### src/rtl/alu_seq.sv
// Slice-serial ALU with registered Z/N/H/C flags, SLICE bits per clock, LSB first.
// Optional decimal adjust (WIDTH=8 only) is enabled by defining ALU_DAA_EN.
module alu_seq #(
   parameter int WIDTH  = 8,
   parameter int SLICE  = 4,
   parameter int HC_BIT = 3
) (
   input  logic             clk,
   input  logic             rst,
   input  logic             start,
`ifdef ALU_DAA_EN
   input  logic             daa_start,
`endif
   output logic             ready,
   input  logic [2:0]       command,
   input  logic [WIDTH-1:0] operand1,
   input  logic [WIDTH-1:0] operand2,
   input  logic             flags_load,
   input  logic [3:0]       flags_in,
   output logic [WIDTH-1:0] result,
   output logic [3:0]       flags,
   output logic             done
);

   localparam int NSL = WIDTH / SLICE;
   localparam int CW  = (NSL > 1) ? $clog2(NSL) : 1;
   localparam logic [CW-1:0] LAST = CW'(NSL - 1);

   localparam logic [2:0] C_ADC = 3'b001;
   localparam logic [2:0] C_SBC = 3'b011;
   localparam logic [2:0] C_AND = 3'b100;
   localparam logic [2:0] C_XOR = 3'b101;
   localparam logic [2:0] C_OR  = 3'b110;
   localparam logic [2:0] C_CP  = 3'b111;

   typedef enum logic {IDLE, BUSY} state_t;

   state_t           state_q, state_d;
   logic [CW-1:0]    cnt_q, cnt_d;
   logic [2:0]       cmd_q, cmd_d;
   logic [WIDTH-1:0] op1_q, op1_d;
   logic [WIDTH-1:0] op2_q, op2_d;
   logic [WIDTH-1:0] acc_q, acc_d;
   logic [WIDTH-1:0] result_q, result_d;
   logic [3:0]       flags_q, flags_d;
   logic             cy_q, cy_d;
   logic             zero_q, zero_d;
   logic             h_q, h_d;
   logic             done_q, done_d;

   logic             is_sub, is_logic;
   logic [SLICE-1:0] sa, sb, sr;
   logic             c, h_o;
   int               base;

   assign is_sub   = (cmd_q[2:1] == 2'b01) || (cmd_q == C_CP);
   assign is_logic = cmd_q[2] && (cmd_q != C_CP);

   // Ripple one slice bit by bit so H can be tapped at any bit position.
   always_comb begin
      base = int'(cnt_q) * SLICE;
      sa   = op1_q[base +: SLICE];
      sb   = op2_q[base +: SLICE];
      sr   = '0;
      c    = cy_q;
      h_o  = h_q;
      for (int i = 0; i < SLICE; i++) begin
         sr[i] = sa[i] ^ sb[i] ^ c;
         if (is_sub)
            c = (~sa[i] & sb[i]) | (~sa[i] & c) | (sb[i] & c);
         else
            c = (sa[i] & sb[i]) | (sa[i] & c) | (sb[i] & c);
         if (base + i == HC_BIT)
            h_o = c;
      end
      if (cmd_q == C_AND)
         sr = sa & sb;
      else if (cmd_q == C_XOR)
         sr = sa ^ sb;
      else if (cmd_q == C_OR)
         sr = sa | sb;
   end

`ifdef ALU_DAA_EN
   logic [7:0] da;
   logic       dc;

   always_comb begin
      da = operand1[7:0];
      dc = flags_q[0];
      if (!flags_q[2]) begin
         if (flags_q[0] || operand1[7:0] > 8'h99) begin
            da = da + 8'h60;
            dc = 1'b1;
         end
         if (flags_q[1] || operand1[3:0] > 4'd9)
            da = da + 8'h06;
      end else begin
         if (flags_q[0])
            da = da - 8'h60;
         if (flags_q[1])
            da = da - 8'h06;
      end
   end
`endif

   always_comb begin
      state_d  = state_q;
      cnt_d    = cnt_q;
      cmd_d    = cmd_q;
      op1_d    = op1_q;
      op2_d    = op2_q;
      acc_d    = acc_q;
      result_d = result_q;
      flags_d  = flags_q;
      cy_d     = cy_q;
      zero_d   = zero_q;
      h_d      = h_q;
      done_d   = 1'b0;
      unique case (state_q)
         IDLE: begin
`ifdef ALU_DAA_EN
            if (daa_start) begin
               result_d = WIDTH'(da);
               flags_d  = {da == 8'h00, flags_q[2], 1'b0, dc};
               done_d   = 1'b1;
            end else
`endif
            if (start) begin
               cmd_d   = command;
               op1_d   = operand1;
               op2_d   = operand2;
               cnt_d   = '0;
               acc_d   = '0;
               zero_d  = 1'b1;
               h_d     = 1'b0;
               cy_d    = 1'b0;
               if (command == C_ADC || command == C_SBC)
                  cy_d = flags_load ? flags_in[0] : flags_q[0];
               if (flags_load)
                  flags_d = flags_in;
               state_d = BUSY;
            end else if (flags_load) begin
               flags_d = flags_in;
            end
         end
         BUSY: begin
            acc_d[base +: SLICE] = sr;
            cy_d   = c;
            h_d    = h_o;
            zero_d = zero_q & ~(|sr);
            cnt_d  = cnt_q + CW'(1);
            if (cnt_q == LAST) begin
               state_d  = IDLE;
               cnt_d    = '0;
               done_d   = 1'b1;
               result_d = (cmd_q == C_CP) ? op1_q : acc_d;
               flags_d  = {zero_d, is_sub,
                           is_logic ? (cmd_q == C_AND) : h_o,
                           is_logic ? 1'b0 : c};
            end
         end
      endcase
   end

   always_ff @(posedge clk or posedge rst) begin
      if (rst) begin
         state_q  <= IDLE;
         cnt_q    <= '0;
         cmd_q    <= '0;
         op1_q    <= '0;
         op2_q    <= '0;
         acc_q    <= '0;
         result_q <= '0;
         flags_q  <= '0;
         cy_q     <= 1'b0;
         zero_q   <= 1'b0;
         h_q      <= 1'b0;
         done_q   <= 1'b0;
      end else begin
         state_q  <= state_d;
         cnt_q    <= cnt_d;
         cmd_q    <= cmd_d;
         op1_q    <= op1_d;
         op2_q    <= op2_d;
         acc_q    <= acc_d;
         result_q <= result_d;
         flags_q  <= flags_d;
         cy_q     <= cy_d;
         zero_q   <= zero_d;
         h_q      <= h_d;
         done_q   <= done_d;
      end
   end

   assign ready  = (state_q == IDLE);
   assign result = result_q;
   assign flags  = flags_q;
   assign done   = done_q;

endmodule

### config.mk
export PLATFORM = sky130hd
export DESIGN_NAME = alu_seq
export DESIGN_NICKNAME = d
export VERILOG_FILES = /design/src/rtl/alu_seq.sv
export SDC_FILE = /design/constraint.sdc
export NUM_CORES = 1
export LEC_CHECK = 0
export CORE_MARGIN = 8
export CORE_UTILIZATION = 38
export CTS_BUF_LIST = sky130_fd_sc_hd__clkbuf_2
export DETAILED_ROUTE_END_ITERATION = 7
export GPL_TIMING_DRIVEN = 0
export HOLD_SLACK_MARGIN = 0.15
export SLEW_MARGIN = 25
export SYNTH_ARGS = -nofsm -noshare
export SYNTH_HDL_FRONTEND = slang
export SYNTH_SLANG_ARGS = --single-unit
### constraint.sdc
create_clock -name clk -period 3.61 [get_ports clk]
set_input_delay 0.9025 -clock clk [delete_from_list [all_inputs] [get_ports clk]]
set_output_delay 0.9025 -clock clk [all_outputs]
set_load 0.01 [all_outputs]
Word-level counts from Yosys, hierarchy flattened

Cells that the tools add are included.

Bits of input ports: 27
Bits in registers: 45
Output and inout bits: 14
Word-level logic and storage cells: 130

Reductions and logical operators: 7
Bitwise operators: 54
Add/subtract/negate cells: 5
Equality and inequality tests: 14
Shift operators: 4
Multiplexer cells: 34

Operators by type and width:

| kind                                                 | number |
|---|---|
| negation 3 -> 33 bit                                 | 1 |
| variable shift 4 x 33 -> 8 bit, first input constant | 1 |
| variable part select 4 x 33 -> 8 bit                 | 1 |
| bitwise AND 1 bit                                    | 21 |
| 2-to-1 mux 4 bit                                     | 5 |
| 2-to-1 mux 1 bit                                     | 19 |
| 2-to-1 mux 8 bit                                     | 2 |
| bitwise OR 1 bit                                     | 16 |
| case mux 8 bit (2 select lines)                      | 1 |
| variable part select 8 x 4 -> 4 bit                  | 2 |
| equality test 3 bit, second input constant           | 4 |
| equality test 4 x 2 -> 1 bit, second input constant  | 3 |
| case mux 1 bit (2 select lines)                      | 5 |
| adder 3 x 2 -> 4 bit, second input constant          | 2 |
| bitwise mux 8 bit                                    | 1 |
| case mux 4 bit (2 select lines)                      | 1 |
| bitwise XOR 1 bit                                    | 8 |
| inverter 1 bit                                       | 6 |
| AND reduction 2 bit                                  | 3 |
| adder 3 x 1 -> 4 bit, second input constant          | 1 |
| bitwise AND 4 bit                                    | 1 |
| != test 2 x 1 -> 1 bit, second input constant        | 2 |
| bitwise OR 4 bit                                     | 1 |
| OR reduction 4 bit                                   | 1 |
| other kinds (9)                                      | 10 |

Depth between registers and ports, before layout

Gate-level depths: netlist of the first run.

Depth after elaboration: 23
Depth in mapped cells: 11
Depth with buffers taken out: 10

Worst setup path before layout of the first run

OpenSTA, ideal clock, no wires.

Kind: reg-to-reg
Start: register cnt_q
End: register flags_q[3], in the netlist flags[3]
Stages on the path, launching flop included: 11
Clock period less this slack: 2.538 ns
Arrival time: 2.434 ns
Slack: 1.072 ns
Data required time: 3.507 ns
Library setup time: 0.103 ns
Path through: dfrtp_1 > buf_6 > mux2i_4 > inv_2 > ha_1 > and3_1 > a211o_1 > o31ai_1 > nor3_1 > or3b_1 > o41ai_2

Word-level cells in the longest chain between the ends: 23
Elaborated cells between the ends (all ways): 56
Classes of those cells: eq/ne (1); shift (2); mux (8); bitwise (43); reduce/logical (2)

Ends and longest elaborated chain:

| item                                                    | RTL line | RTL |
|---|---|---|
| start: declaration                                      | 39       | `logic [CW-1:0] cnt_q, cnt_d;` |
| start signal: assignment                                | 182      | `cnt_q <= cnt_d;` |
| variable part select 8 x 4 -> 4 bit                     | 62       | `sa = op1_q[base +: SLICE];` |
| inverter 1 bit                                          | 70       | `c = (~sa[i] & sb[i]) \| (~sa[i] & c) \| (sb[i] & c);` |
| bitwise AND 1 bit                                       | 70       |  |
| bitwise OR 1 bit (2 in a row)                           | 70       |  |
| 2-to-1 mux 1 bit                                        | 69       | `if (is_sub)` |
| bitwise AND 1 bit, on equally long branches             | 72, 70   |  |
| bitwise OR 1 bit, on equally long branches (2 in a row) | 72, 70   |  |
| 2-to-1 mux 1 bit                                        | 69       |  |
| [5 not listed]                                          | --       |  |
| 2-to-1 mux 4 bit                                        | 80       | `else if (cmd_q == C_OR)` |
| 2-to-1 mux 4 bit                                        | 78       | `else if (cmd_q == C_XOR)` |
| 2-to-1 mux 4 bit                                        | 76       | `if (cmd_q == C_AND)` |
| OR reduction 4 bit                                      | 151      | `zero_d = zero_q & ~(\|sr);` |
| inverter 1 bit                                          | 151      |  |
| bitwise AND 1 bit                                       | 151      |  |
| 2-to-1 mux 4 bit                                        | 153      | `if (cnt_q == LAST) begin` |
| case mux 4 bit (2 select lines)                         | 120      | `unique case (state_q)` |
| end signal: assignment                                  | 188      | `flags_q <= flags_d;` |
| end: declaration                                        | 45       | `logic [3:0] flags_q, flags_d;` |

Several ways; a longest one is shown, not always the timed one. The select of a mux whose other input is x is not followed.
A chain may end at the register's enable or synchronous reset.

Final worst setup path of the first run

Ends and elaborated chain as after synthesis.

==> out/metrics.yaml, run 1 <==
synth_fa_ha_area_frac: 0.0591
peakVddDrop_mv: 0.489
yosys.area_share.simple: 0.149
wl_per_cell_um: 15.7
synth-seq-area-share: 0.414
initial_core_util: 0.395
hold_end: "result[4]"
critical_path.top_delay_family: "compound AO/OA/AOI/OAI gates"
rr_worst_depth: 11
vias_per_cell: 5.26
ios: 41
synthFlopType: "dfrtp_1"
cts.clk_slew.worst_paths_ns: 0.23
via_count: 2041
gp_congestion: 0.841
numClockSinks: 42
leakagePower_nw: 1.38
drv_cap: 0
period_share: 0.838
grt_max_degree: 31
synth_warnings: 0
ys_seq_elements: 42
max_freq_ghz: 0.330
worstSetupStartpointType: "flip-flop"
final_nets: 349
crit_chain: "buf_6 -> mux2i_1 -> inv_1 -> ha_1 -> nor2b_1 -> o32ai_1 -> a21oi_1 -> o21ai_0 -> mux2i_1 -> or3b_1 -> o41ai_2"
antenna_left: 0
ys_types: 43
syn_avg_cell_area_um2: 9.69
area_delta_synth_final_pct: 23.0
fin_util: 0.486
min_period_ns: 3.03
slowest_stage: "mux2i_1"
core.rowCount: 29
crit_fanout: 10
remaining_drc_errors: 0
clk_path_buf_depth: 2
synth_mux_area_frac: 0.153
r2r_start: "cnt_q"
fillers: 629
synth_top_family_by_area: "compound AO/OA/AOI/OAI gates"
die-area_um2: 9550
rr_endpoint: "flags[3]"
cp_data_arrival_time_ns: 3.38
regToRegSetupSlack_ns: 0.58
grt_util_all_layers: 0.135
dr.pass1.iters: 4
antenna_found_initial: 0
crit_type: "flip-flop to flip-flop"
die_h_um: 97.7
slowest_delay_ns: 0.47
cts-htree-levels: 2
ctsHoldBuffers: 0
cts-root-buf: "clkbuf_2"
worst_slew_pin_slew_ns: 0.639
cts_setup_buffers: 0
syn_inst: 262
finClkSkew_ns: 0.0154
synth_compound_area_frac: 0.171
dp_hpwl_um: 4690
cp_common_cell: "mux2i_1"
power_density_nw_per_um2: 1080
slew_viol_final: 0
core_area_um2: 6420
cts_tree: "yes"
max_slew_margin: 0.574
crit_buf_inv: 2
grt_pass1_wl_um: 10500
rsz0062_at_grt: "false"
grt_pass1_vias: 2067
overflow: 0
tns_ns: 0
synthArstFlopShare: 1.00
cts_buffers: 5
crit_cells: 11
syn_nets: 301
setup.worst_path.end_class: "flip-flop"
synth-edff-count: 0
synth_xor_area_frac: 0.00345
synth_area_um2: 2540
hold_viol: 0
clk_latency_ns: 0.43
wirelength_um: 6110
worstPathRequired_ns: 3.96
diodes: 0
drt_iter0_markers: 123
status: "finished clean"
portBuffers: 40
finalSetupViolations: 0
post_cts_resize_count: 0
min_path_type: "flip-flop to flip-flop"
holdPathStages: 2
hold_path.startpoint: "result[4]"
layout-drive-gt1-share: 0.135
die_w_um: 97.7
==> cells by family (layout without fill, tap and decap cells) <==
family / Yosys count / in the layout
AO/OA/AOI/OAI: 60 / 60
XOR/XNOR: 1 / 1
adder cells (fa/ha/maj): 12 / 12
buffers and inverters: 31 / 80
flip-flops: 42 / 42
multiplexers: 34 / 34
AND/OR/NAND/NOR: 82 / 82
==> stage by stage <==
step / setup WS [ns] / std cells / hold WS [ns] / instance area [um2] / total power [mW]
2_1_floorplan: 1.07 / 262 / 0.450 / 2540 / 2.46
3_3_place_gp: 0.694 / 379 / 0.467 / 3040 / 3.06
3_5_place_dp: 0.636 / 380 / 0.469 / 3060 / 3.10
4_1_cts: 0.569 / 388 / 0.515 / 3120 / 3.39
5_1_grt: 0.345 / 388 / 0.550 / 3120 / 3.69
6_report: 0.583 / 388 / 0.511 / 3120 / 3.37
==> synth_stat cells, types with 2 or more instances <==
library cell	n	share of area
dfrtp_1	42	0.41
nand2_1	34	0.050
nor2_1	21	0.031
mux2_2	19	0.084
inv_1	16	0.024
o21ai_0	15	0.030
mux2i_1	13	0.051
ha_1	12	0.059
a21oi_1	10	0.020
clkbuf_1	7	0.010
nor2b_1	6	0.015
a211oi_1	5	0.015
a31oi_1	5	0.012
o31ai_1	5	0.015
nand3_1	4	0.0079
a211o_1	3	0.010
inv_2	3	0.0044
nand2b_1	3	0.0074
nor3_1	3	0.0059
o211ai_1	3	0.0089
o32ai_1	3	0.010
or3_1	3	0.0074
a22o_1	2	0.0069
and3_1	2	0.0049
buf_1	2	0.0030
buf_2	2	0.0039
mux2i_4	2	0.018
o21ai_1	2	0.0039
==> power by group <==
group | internal [mW] | switching, mW | leakage (nW)
registers | 0.705 | 0.139 | 0.504
clock network | 0.120 | 0.168 | 0.0392
logic | 0.961 | 1.27 | 0.834
==> worst min-delay path: cells and delay by family (launching register included) <==
kind | cells | cell delay, ns
AO/OA/AOI/OAI | 1 | 0.06
flip-flops | 1 | 0.40
AND/OR/NAND/NOR | 1 | 0.04
==> sequential cells by signal (all words and copies together) (netlist names) <==
signal,count
cmd_q,3
zero_q,1
cnt_q,1
flags,4
done,1
state_q,1
h_q,1
acc_q,5
cy_q,1
op2_q,8
op1_q,8
result,8
==> per-layer routing <==
metal | part of all wire | track usage | vias up
met5 | 0 | 0 | -
met1 | 0.49 | 0.173 | 974
met4 | 0.016 | 0.0432 | 0
met3 | 0.046 | 0.0390 | 8
met2 | 0.45 | 0.212 | 43
li1 | - | - | 1016
==> worst max path at each step <==
stage           from       end  slack (ns)
2_1_floorplan  cnt_q  flags[3]        1.07
3_3_place_gp   cnt_q  flags[3]        0.69
3_5_place_dp   cnt_q  flags[3]        0.64
4_1_cts        cnt_q  flags[3]        0.57
5_1_grt        cnt_q  flags[0]        0.34
6_report       cnt_q  flags[3]        0.58
==> area by class of cell <==
class                      count  area (um2)  share of cell area
buffer                        12        55.1              0.0176
clock buffer                   6        30.0             0.00962
clock inverter                 2        37.5              0.0120
inverter                      19        71.3              0.0228
multi-input combinational    189        1360               0.436
sequential                    42        1050               0.337
tap                           77        96.3              0.0308
timing repair buffer          41         420               0.135
==> cell usage in the layout (no fill, tap or decap), types with 3 or more instances in the layout <==
master and count:
o31ai_1 5, a31oi_1 5, nand2b_1 3, ha_1 12, o21ai_0 15, o211ai_1 3, inv_2 4, nand2_1 34
inv_1 15, mux2_2 19, nor3_1 3, dfrtp_1 42, nor2_1 21, o32ai_1 3, nand3_1 4, nor2b_1 6
mux2i_1 13, a211oi_1 5, clkbuf_1 7, clkbuf_2 6, a211o_1 3, clkdlybuf4s50_1 40, a21oi_1 10, or3_1 3
(Power assumes the default switching activity.)
==> inputs of run 2 (changes only) <==
- clock period: 3.61 -> 2.8 ns (I/O delays scaled with it)
==> run 2 against run 1 <==
Core utilization increased by 3.2 points. Critical path depth unchanged. Worst hold slack got worse by 0.022 ns. Critical path type unchanged.
==> out/metrics.yaml, run 2 (same netlist as run 1, synthesis figures left out) <==
vias_per_cell: 5.32  # +1.1%
final_nets: 358  # +2.6%
drv_cap: 0  # unchanged
seqCellArea_um2: 1050  # +0.12%
worst_slew_pin_slew_ns: 0.632  # -0.00720 ns
whs_ns: 0.489  # -0.0224 ns
drt_iter0_markers: 105  # -15%
slowest_stage: "dfrtp_2"
clk_latency_ns: 0.42  # about the same
cts_tree: "yes"
leakagePower_nw: 1.44  # +4.7%
min_period_ns: 2.79  # -0.236 ns
cts.clk_slew.worst_paths_ns: 0.23  # about the same
portBuffers: 40  # unchanged
hold_viol: 0  # unchanged
ios: 41  # unchanged
wl_per_cell_um: 16.2  # +3.1%
cp_data_arrival_time_ns: 3.14  # -0.24 ns
crit_fanout: 5  # -5
r2r_start: "cnt_q"
layout-drive-gt1-share: 0.203  # +0.0681
finalSetupViolations: 0  # unchanged
numClockSinks: 42  # unchanged
grt_max_degree: 31  # unchanged
setup.worst_path.end_class: "flip-flop"
initial_core_util: 0.395  # unchanged
fillers: 610  # -3.0%
die_h_um: 97.7  # unchanged
period_share: 0.997  # +0.158
core_area_um2: 6420  # unchanged
diodes: 0  # unchanged
remaining_drc_errors: 0  # unchanged
max_slew_margin: 0.579  # +0.00480
slowest_delay_ns: 0.47  # about the same
area_delta_synth_final_pct: 31.0
crit_chain: "buf_12 -> mux2i_4 -> inv_1 -> ha_2 -> and2_1 -> a2111oi_2 -> a21oi_1 -> o21ai_0 -> mux2i_1 -> or3b_4 -> o41ai_2"
overflow: 0  # unchanged
slew_viol_final: 0  # unchanged
power_density_nw_per_um2: 1500  # +39%
peakVddDrop_mv: 0.655  # +34%
max_freq_ghz: 0.358  # +8.4%
final_cells: 397  # +2.3%
rr_worst_depth: 11  # unchanged
ctsHoldBuffers: 0  # unchanged
antenna_found_initial: 0  # unchanged
rr_endpoint: "flags[3]"
regToRegSetupSlack_ns: 0.009  # -0.57 ns
grt_pass1_wl_um: 10700  # +1.4%
cts_buffers: 5  # unchanged
crit_type: "flip-flop to flip-flop"
placedCellCount: 380  # unchanged
power.total_mw: 4.98  # +48%
wirelength_um: 6450  # +5.5%
layout_common_cells: "41 x dfrtp_1, 40 x clkdlybuf4s50_1, 34 x nand2_1"
worstPathRequired_ns: 3.15  # -0.81 ns
via_count: 2111  # +3.4%
gp_congestion: 0.841  # unchanged
core.rowCount: 29  # unchanged
min_path_type: "input pin to asynchronous set/reset pin"
cts-root-buf: "clkbuf_2"
multi_input_area_um2: 1470  # +8.0%
clk_path_buf_depth: 2  # unchanged
antenna_left: 0  # unchanged
final_common_cell: "dfrtp_1"
status: "finished clean"
finClkSkew_ns: 0.0171  # +0.00163 ns
rsz0062_at_grt: "true"
grt_util_all_layers: 0.136  # +0.00171
grt_pass1_vias: 2078  # +0.53%
die_w_um: 97.7  # unchanged
worstSetupStartpointType: "flip-flop"
dp_hpwl_um: 4690  # unchanged
dr.pass1.iters: 4  # unchanged
die-area_um2: 9550  # unchanged
cts-htree-levels: 2  # unchanged
run 2: changes by cell type in the layout (fill, tap and decap cells not counted), moves of 2 or more:
| cell | delta |
|---|---|
| mux2i_4 | +3 |
| mux2i_1 | -3 |
| o31ai_1 | -2 |
| buf_4 | +8 |
run 2: per-stage QoR:
stage               area (um2)  TNS [ns]  utilization  worst slack, ns
floorplan                 2540         0            -            0.262
global placement          3040    -0.392        0.473           -0.116
detailed placement        3060    -0.642        0.476           -0.174
CTS                       3190         0        0.497          0.00265
global route              3330    -0.242        0.518          -0.0733
finish                    3330         0        0.518          0.00912
run 2: area by class of cell:
type,instances,share of cell area
buffer,12,0.0192
clock buffer,6,0.00903
tap,77,0.0290
timing repair buffer,50,0.152
multi-input combinational,189,0.442
sequential,42,0.316
clock inverter,2,0.0113
inverter,19,0.0214
run 2: power by group:
| part | switching (mW) | internal [mW] | total (mW) |
|---|---|---|---|
| clock network | 0.216 | 0.154 | 0.370 |
| logic | 1.86 | 1.62 | 3.48 |
| registers | 0.215 | 0.910 | 1.12 |
| total | 2.29 | 2.69 | 4.98 |
run 2: critical path, delay by kind of cell (launching register included):
kind            cells  cell delay (ns)
compound gates      4             0.79
buf+inv             2             0.25
mux                 2             0.40
flops               1             0.47
fa+ha+maj           1             0.20
simple gates        2             0.60
run 2: how the worst max path moves through the flow:
| stage | startpoint | end | depth (start not counted) |
|---|---|---|---|
| 2_1_floorplan | cnt_q | flags[3] | 10 |
| 3_3_place_gp | cnt_q | flags[3] | 11 |
| 3_5_place_dp | cnt_q | flags[3] | 11 |
| 4_1_cts | cnt_q | flags[3] | 11 |
| 5_1_grt | cnt_q | flags[3] | 11 |
| 6_report | cnt_q | flags[3] | 11 |
run 2: routing by layer:
layer / vias to the layer above / global-route usage / wire (um)
met2: 57 / 0.216 / 2960
met5: - / 0 / 0
met3: 8 / 0.0390 / 315
met1: 1009 / 0.175 / 3070
li1: 1037 / - / -
met4: 0 / 0.0432 / 98
run 2: repair_timing:
item,4_1_cts,5_1_grt
buffers inserted,2,6
cloned,0,1
gates resized for setup,11,12
hold endpoints to repair,0,0
pin swaps,0,1
endpoints found under the setup margin,6,8
